==> src/rtl/sample_to_wr_req.sv <==
// Packs 32-bit capture samples into 128-bit DDR2 words, tags each word with a byte address,
// and queues word+address pairs in a first-word-fall-through FIFO for fifo_to_app.
module sample_to_wr_req #(
  parameter int          SAMPLE_W   = 32,
  parameter int          DEPTH_LOG2 = 4,
  parameter logic [26:0] ADX_BASE   = 27'h0000000,
  parameter logic [26:0] ADX_END    = 27'h7FFFFF0,
  parameter logic [26:0] ADX_STEP   = 27'd16
) (
  input  logic                  clk,
  input  logic                  resetn,
  input  logic                  flush,
  input  logic                  sample_valid,
  input  logic [SAMPLE_W-1:0]   sample_data,
  output logic                  has_wr_req,
  input  logic                  get_wr_req,
  output logic [127:0]          wr_data_out,
  output logic [26:0]           wr_adx_out,
  output logic [DEPTH_LOG2:0]   fifo_count,
  output logic                  overflow,
  output logic                  wrapped
);

  localparam int LANES  = 128 / SAMPLE_W;
  localparam int LANE_W = $clog2(LANES);
  localparam int DEPTH  = 2 ** DEPTH_LOG2;

  logic [LANE_W-1:0]       lane;
  logic [127-SAMPLE_W:0]   pack;
  logic [DEPTH_LOG2:0]     wptr;
  logic [DEPTH_LOG2:0]     rptr;
  logic [26:0]             adx;
  logic [154:0]            mem [DEPTH];
  logic [127:0]            word;
  logic                    push;
  logic                    pop;
  logic                    accept;
  logic                    full;
  logic                    empty;

  // The last sample goes straight into the top lane, so a word completes in the same cycle.
  assign word   = {sample_data, pack};
  assign empty  = (wptr == rptr);
  assign full   = (wptr[DEPTH_LOG2] != rptr[DEPTH_LOG2]) &&
                  (wptr[DEPTH_LOG2-1:0] == rptr[DEPTH_LOG2-1:0]);
  assign push   = sample_valid && (lane == LANE_W'(LANES - 1));
  assign pop    = get_wr_req && !empty;
  assign accept = push && (!full || pop);

  assign has_wr_req                = !empty;
  assign {wr_data_out, wr_adx_out} = empty ? '0 : mem[rptr[DEPTH_LOG2-1:0]];

  always_ff @(posedge clk) begin
    if (!resetn || flush) begin
      lane       <= '0;
      pack       <= '0;
      wptr       <= '0;
      rptr       <= '0;
      adx        <= ADX_BASE;
      fifo_count <= '0;
      overflow   <= 1'b0;
      wrapped    <= 1'b0;
    end else begin
      wrapped <= 1'b0;
      if (sample_valid) begin
        lane <= lane + 1'b1;
        if (!push) pack[lane*SAMPLE_W +: SAMPLE_W] <= sample_data;
      end
      if (push && !accept) overflow <= 1'b1;
      // A dropped word leaves the address counter untouched.
      if (accept) begin
        wptr <= wptr + 1'b1;
        if (adx == ADX_END) begin
          adx     <= ADX_BASE;
          wrapped <= 1'b1;
        end else begin
          adx <= adx + ADX_STEP;
        end
      end
      if (pop) rptr <= rptr + 1'b1;
      if (accept && !pop)      fifo_count <= fifo_count + 1'b1;
      else if (pop && !accept) fifo_count <= fifo_count - 1'b1;
    end
  end

  always_ff @(posedge clk) begin
    if (accept) mem[wptr[DEPTH_LOG2-1:0]] <= {word, adx};
  end

endmodule

==> config.mk <==
export PLATFORM = sky130hd
export DESIGN_NAME = sample_to_wr_req
export DESIGN_NICKNAME = d
export VERILOG_FILES = /design/src/rtl/sample_to_wr_req.sv
export SDC_FILE = /design/constraint.sdc
export NUM_CORES = 2
export LEC_CHECK = 0
export CAP_MARGIN = 20
export CORE_ASPECT_RATIO = 1.2
export CORE_UTILIZATION = 30
export DETAILED_ROUTE_END_ITERATION = 10
export SYNTH_ARGS = -nofsm -noshare
export SYNTH_HDL_FRONTEND = slang
export SYNTH_SLANG_ARGS = --single-unit
==> constraint.sdc <==
create_clock -name clk -period 73.7 [get_ports clk]
set_input_delay 14.74 -clock clk [delete_from_list [all_inputs] [get_ports clk]]
set_output_delay 14.74 -clock clk [all_outputs]
set_load 0.05 [all_outputs]
## Word level (Yosys, flattened, before mapping)

Memories as Yosys holds them, arrays and structs flattened. A register that Yosys moved wholly into a read port is not among the register bits.
Index checks and enable logic that the tools add are counted.

| word-level totals | value |
|---|---|
| register bits after elaboration | 142 |
| bits in writable memories | 2480 |
| input port bits | 37 |
| output and inout port bits | 163 |
| logic and storage cells | 52 |
| memories | 1 |

Memory list:

| memory | words | bits a word | read ports | clocked after memory_dff | write ports | RTL line | RTL |
|---|---|---|---|---|---|---|---|
| mem | 16 | 155 | 1 | 1 | 1 | 33 | `logic [154:0] mem [DEPTH];` |

| operators by class | value |
|---|---|
| $add $sub $neg | 7 |
| eq/ne operators | 5 |
| shift-type cells | 2 |
| mux-type cells | 10 |
| bitwise operators | 2 |
| reductions and logical operators | 17 |

Operator list:

| kind | number |
|---|---|
| 2-to-1 mux 155 bit | 1 |
| bitwise mux 96 bit | 1 |
| variable shift 32 x 34 -> 96 bit (first input constant) | 1 |
| variable part select 32 x 34 -> 96 bit | 1 |
| negator 7 -> 34 bit | 1 |
| adder 27 x 5 -> 27 bit (second input constant) | 1 |
| == test 27 bit (second input constant) | 1 |
| 2-to-1 mux 27 bit | 1 |
| adder 5 x 1 -> 5 bit (second input constant) | 3 |
| 2-to-1 mux 5 bit | 2 |
| 2-to-1 mux 4 bit | 2 |
| logical AND 1 bit | 7 |
| == test 5 bit | 1 |
| logical NOT 1 bit | 5 |
| subtractor 5 x 1 -> 5 bit (second input constant) | 1 |
| == test 4 bit | 1 |
| 2-to-1 mux 1 bit | 3 |
| adder 2 x 1 -> 2 bit (second input constant) | 1 |
| == test 2 bit (second input constant) | 1 |
| logical OR 1 bit | 2 |
| inverter 1 bit | 2 |
| AND reduction 2 bit | 1 |
| nonzero test 2 bit | 1 |
| OR reduction 2 bit | 1 |
| inequality test 1 bit | 1 |

## Depth between registers and ports, before layout

| depth | value |
|---|---|
| depth after elaboration | 9 |
| mapped depth | 14 |
| gate-level depth less buffers | 12 |

## Worst setup path after synthesis

Ideal clock, no wire load.

| timing | value |
|---|---|
| path kind | input to register |
| start point | input port sample_valid |
| end point | memory mem[15][100], enable pin |
| arrival | 38.428 ns |
| required time | 72.229 ns |
| path slack | 33.801 ns |
| stages on the path | 2 |
| cells stage by stage | nand2_1 -> a2111oi_0 |

| on the way | value |
|---|---|
| longest elaborated chain between the ends | 4 |

Ends and longest elaborated chain:

| element | RTL line | RTL |
|---|---|---|
| start, declared | 13 | `input logic sample_valid,` |
| logical AND 1 bit | 46 | `assign push = sample_valid && (lane == LANE_W'(LANES - 1));` |
| logical AND 1 bit | 48 | `assign accept = push && (!full \|\| pop);` |
| 2-to-1 mux 1 bit | 87 | `if (accept) mem[wptr[DEPTH_LOG2-1:0]] <= {word, adx};` |
| 2-to-1 mux 1 bit (not written as such) | 87 |  |
| end, declared | 33 |  |

No other way between the ends.

==> results_dict.tcl <==
set metrics [dict create \
    status "finished clean" \
    detail-route-antenna-nets 0 \
    layout_common_cells "edfxtp_1 (2416), mux4_2 (755), clkbuf_16 (289)" \
    die_area_um2 325000 \
    period_minus_slack_ns 21.04 \
    cts_inserted_buffers 283 \
    drv_slew 0 \
    power.clock.fraction_pct 45.4 \
    crit_family "buffers and inverters" \
    synth_ff_type "edfxtp_1" \
    fin_nets 4554 \
    utilization_pct 35.2 \
    n_fill_cell 29200 \
    period_share_pct 28.6 \
    hold_violations 0 \
    clock-sinks 2558 \
    clk_latency_ns 0.93 \
    final_cells 8972 \
    power.internal_mw 2.35 \
    dp_hpwl_mm 130 \
    swShare_pct 19.4 \
    grt_pass1_vias 47100 \
    overflow 0 \
    clockRootBuffer "clkbuf_16" \
    die_y_um 625 \
    postCtsSetupRepairBufs 0 \
    p_sw_uw 567 \
    tightest_slew_ns 1.23 \
    multi_input_area_um2 20700 \
    cp_num_cells 8 \
    relSlewSlack_pct 18.1 \
    fmax_ghz 0.0475 \
    avgSynthCellArea_um2 23.4 \
    cts.repair.resized 0 \
    setup_viol 0 \
    finalClockSkew_ns 0.0669 \
    dp_slack_ns 53.34 \
    fin_tns_setup_ns 0 \
    rows 228 \
    hold_class "reg -> reg" \
    wire_per_inst_um 28.0 \
    seq_area_um2 75400 \
    clk_pin_slew_worst_paths_ns 0.06 \
    seq_power_share_pct 53.9 \
    path_cells "buf_4, buf_4, buf_16, buf_4, mux4_2, mux4_2, and2_1, clkdlybuf4s50_1" \
    slowest_stage "buf_4" \
    cp.arrival_ns 6.30 \
    layout_commonest_cell "edfxtp_1" \
    synth-async-reset-ratio_pct 0 \
    htree_levels 5 \
    portBuffers 195 \
    critPathMaxFanout 76 \
    pwr_density_cell_nw_per_um2 25.8 \
    ctsHoldBuffers 0 \
    p_leak_nw 33.0 \
    cts_buffer_depth 4 \
    syn_inst 4138 \
    cp-end-kind "output pin" \
    ys_seq_area_share_pct 77.8 \
    ys_seq_elements 2558 \
    drt-initial-drc-count 5469 \
    place_congestion 0.734 \
    grt_max_degree 146 \
    hold_depth 2 \
    syn_area_um2 96900 \
    max_stage_delay_ns 0.91 \
    rsz0062_at_grt "false" \
    synth_edf_count 2416 \
    initial_core_util_pct 30.1 \
    core-area_um2 322000 \
    fin_total_pwr_mw 2.92 \
    wl_mm 251 \
    cts_tree "yes" \
    dp_cells 8469 \
    peakVddDrop_v 0.0000278 \
    antenna_found_initial 36 \
    startpoint_type "flip-flop" \
    cp_common_cell "buf_4" \
    io_pins 200 \
    drt_first_pass_iters 5 \
    vias 45300 \
    cap_violations 0 \
    yosysWarnings 0 \
    grtUsageTotal_pct 15.3 \
    worst_slack_ns 52.66 \
    synthDistinctLibCells 50 \
    viasPerCell 5.05 \
    power_frac_comb_pct 0.7 \
    grt_pass1_wl_mm 355 \
    cp.buffers_inverters 5 \
    required_ns 58.96 \
    path_class "reg -> out" \
    drc 0 \
    area_delta_synth_final_pct 16.7 \
    layout-drive-gt1-share_pct 27.4 \
    die_w_um 521 \
    reg2reg_depth 8 \
]
## layout make-up
| class | count | share of cell area [%] |
|---|---|---|
| inverters | 14 | 0.0464 |
| diodes | 10 | 0.0221 |
| clock buffers | 374 | 6.86 |
| repair buffers | 308 | 2.67 |
| clock inverters | 117 | 0.762 |
| flip-flops and latches | 2558 | 66.6 |
| multi-input cells | 1336 | 18.3 |
| well taps | 4255 | 4.71 |
## sequential cells by signal (all words and copies together) (netlist names), named ones only
register,cells
wrapped,1
wptr,5
fifo_count,5
overflow,1
pack,96
rptr,5
lane,2
mem,2416
adx,23
## worst paths after layout
path | start | to | slack (ns)
max reg2reg | rptr[4] | mem[10][100] | 68.38
max | flip-flop | wr_data_out[63] | 52.66
min | fifo_count[4] | fifo_count[4] | 0.52
min reg2reg | fifo_count[4] | fifo_count[4] | 0.52
## Yosys cell counts, types with 5 or more instances
| cell | count | share of area [%] |
|---|---|---|
| clkbuf_1 | 150 | 0.58 |
| ha_1 | 15 | 0.19 |
| nor4_1 | 8 | 0.052 |
| nand2_1 | 30 | 0.12 |
| xor2_1 | 6 | 0.054 |
| edfxtp_1 | 2416 | 75 |
| nor2_1 | 133 | 0.52 |
| a32o_1 | 6 | 0.062 |
| mux4_2 | 755 | 18 |
| or4_1 | 7 | 0.054 |
| dfxtp_1 | 142 | 2.9 |
| a21oi_1 | 20 | 0.10 |
| o21ai_0 | 10 | 0.052 |
| nand3_1 | 13 | 0.067 |
| xnor2_1 | 13 | 0.12 |
| nand2b_1 | 5 | 0.032 |
| a22oi_1 | 96 | 0.74 |
| nor3_1 | 8 | 0.041 |
| buf_2 | 63 | 0.33 |
| inv_1 | 14 | 0.054 |
| buf_1 | 15 | 0.058 |
| nand4_1 | 10 | 0.065 |
| and2_1 | 152 | 0.98 |
## per-stage QoR
step | instance area (µm²) | hold slack (ns)
after floorplan | 96900 | 0.501
after global placement | 104000 | 0.479
after detailed placement | 104000 | 0.510
after CTS | 113000 | 0.519
after global routing | 113000 | 0.537
final | 113000 | 0.525
## power by group through the flow
stage	combinational [mW]	clock [mW]	sequential [mW]
2_1_floorplan	0.00457	0	1.61
3_3_place_gp	0.0196	0	1.61
3_5_place_dp	0.0202	0	1.61
4_1_cts	0.0201	1.35	1.58
5_1_grt	0.0210	1.40	1.57
6_report	0.0201	1.33	1.58
## metal layers
metal  GRT usage, %  vias to the layer above  wire, µm
li1               -                    18300         -
met1           21.0                    24800    104000
met2           25.1                     1831    123000
met3           2.92                      349     19000
met4           3.57                       14      4870
met5              0                        -        87
## logic make-up after synthesis
group | count (synthesis) | share of synthesized area [%]
and+or+nand+nor | 383 | 2.05
buffers and inverters | 247 | 1.05
DFF | 2558 | 77.8
muxes | 759 | 17.6
adders and majority gates | 16 | 0.214
AOI/OAI and AO/OA | 155 | 1.14
xor gates and xnor gates | 19 | 0.172
other | 1 | 0.00387
## worst register-to-register path, delay by kind of cell, from the launching register on
family          cells  cell delay [ns]
compound gates      1             0.55
flops               1             0.33
buf+inv             3             2.28
xor+xnor            1             0.51
simple gates        3             1.28
Note: power is estimated with default switching activity, not from simulation.
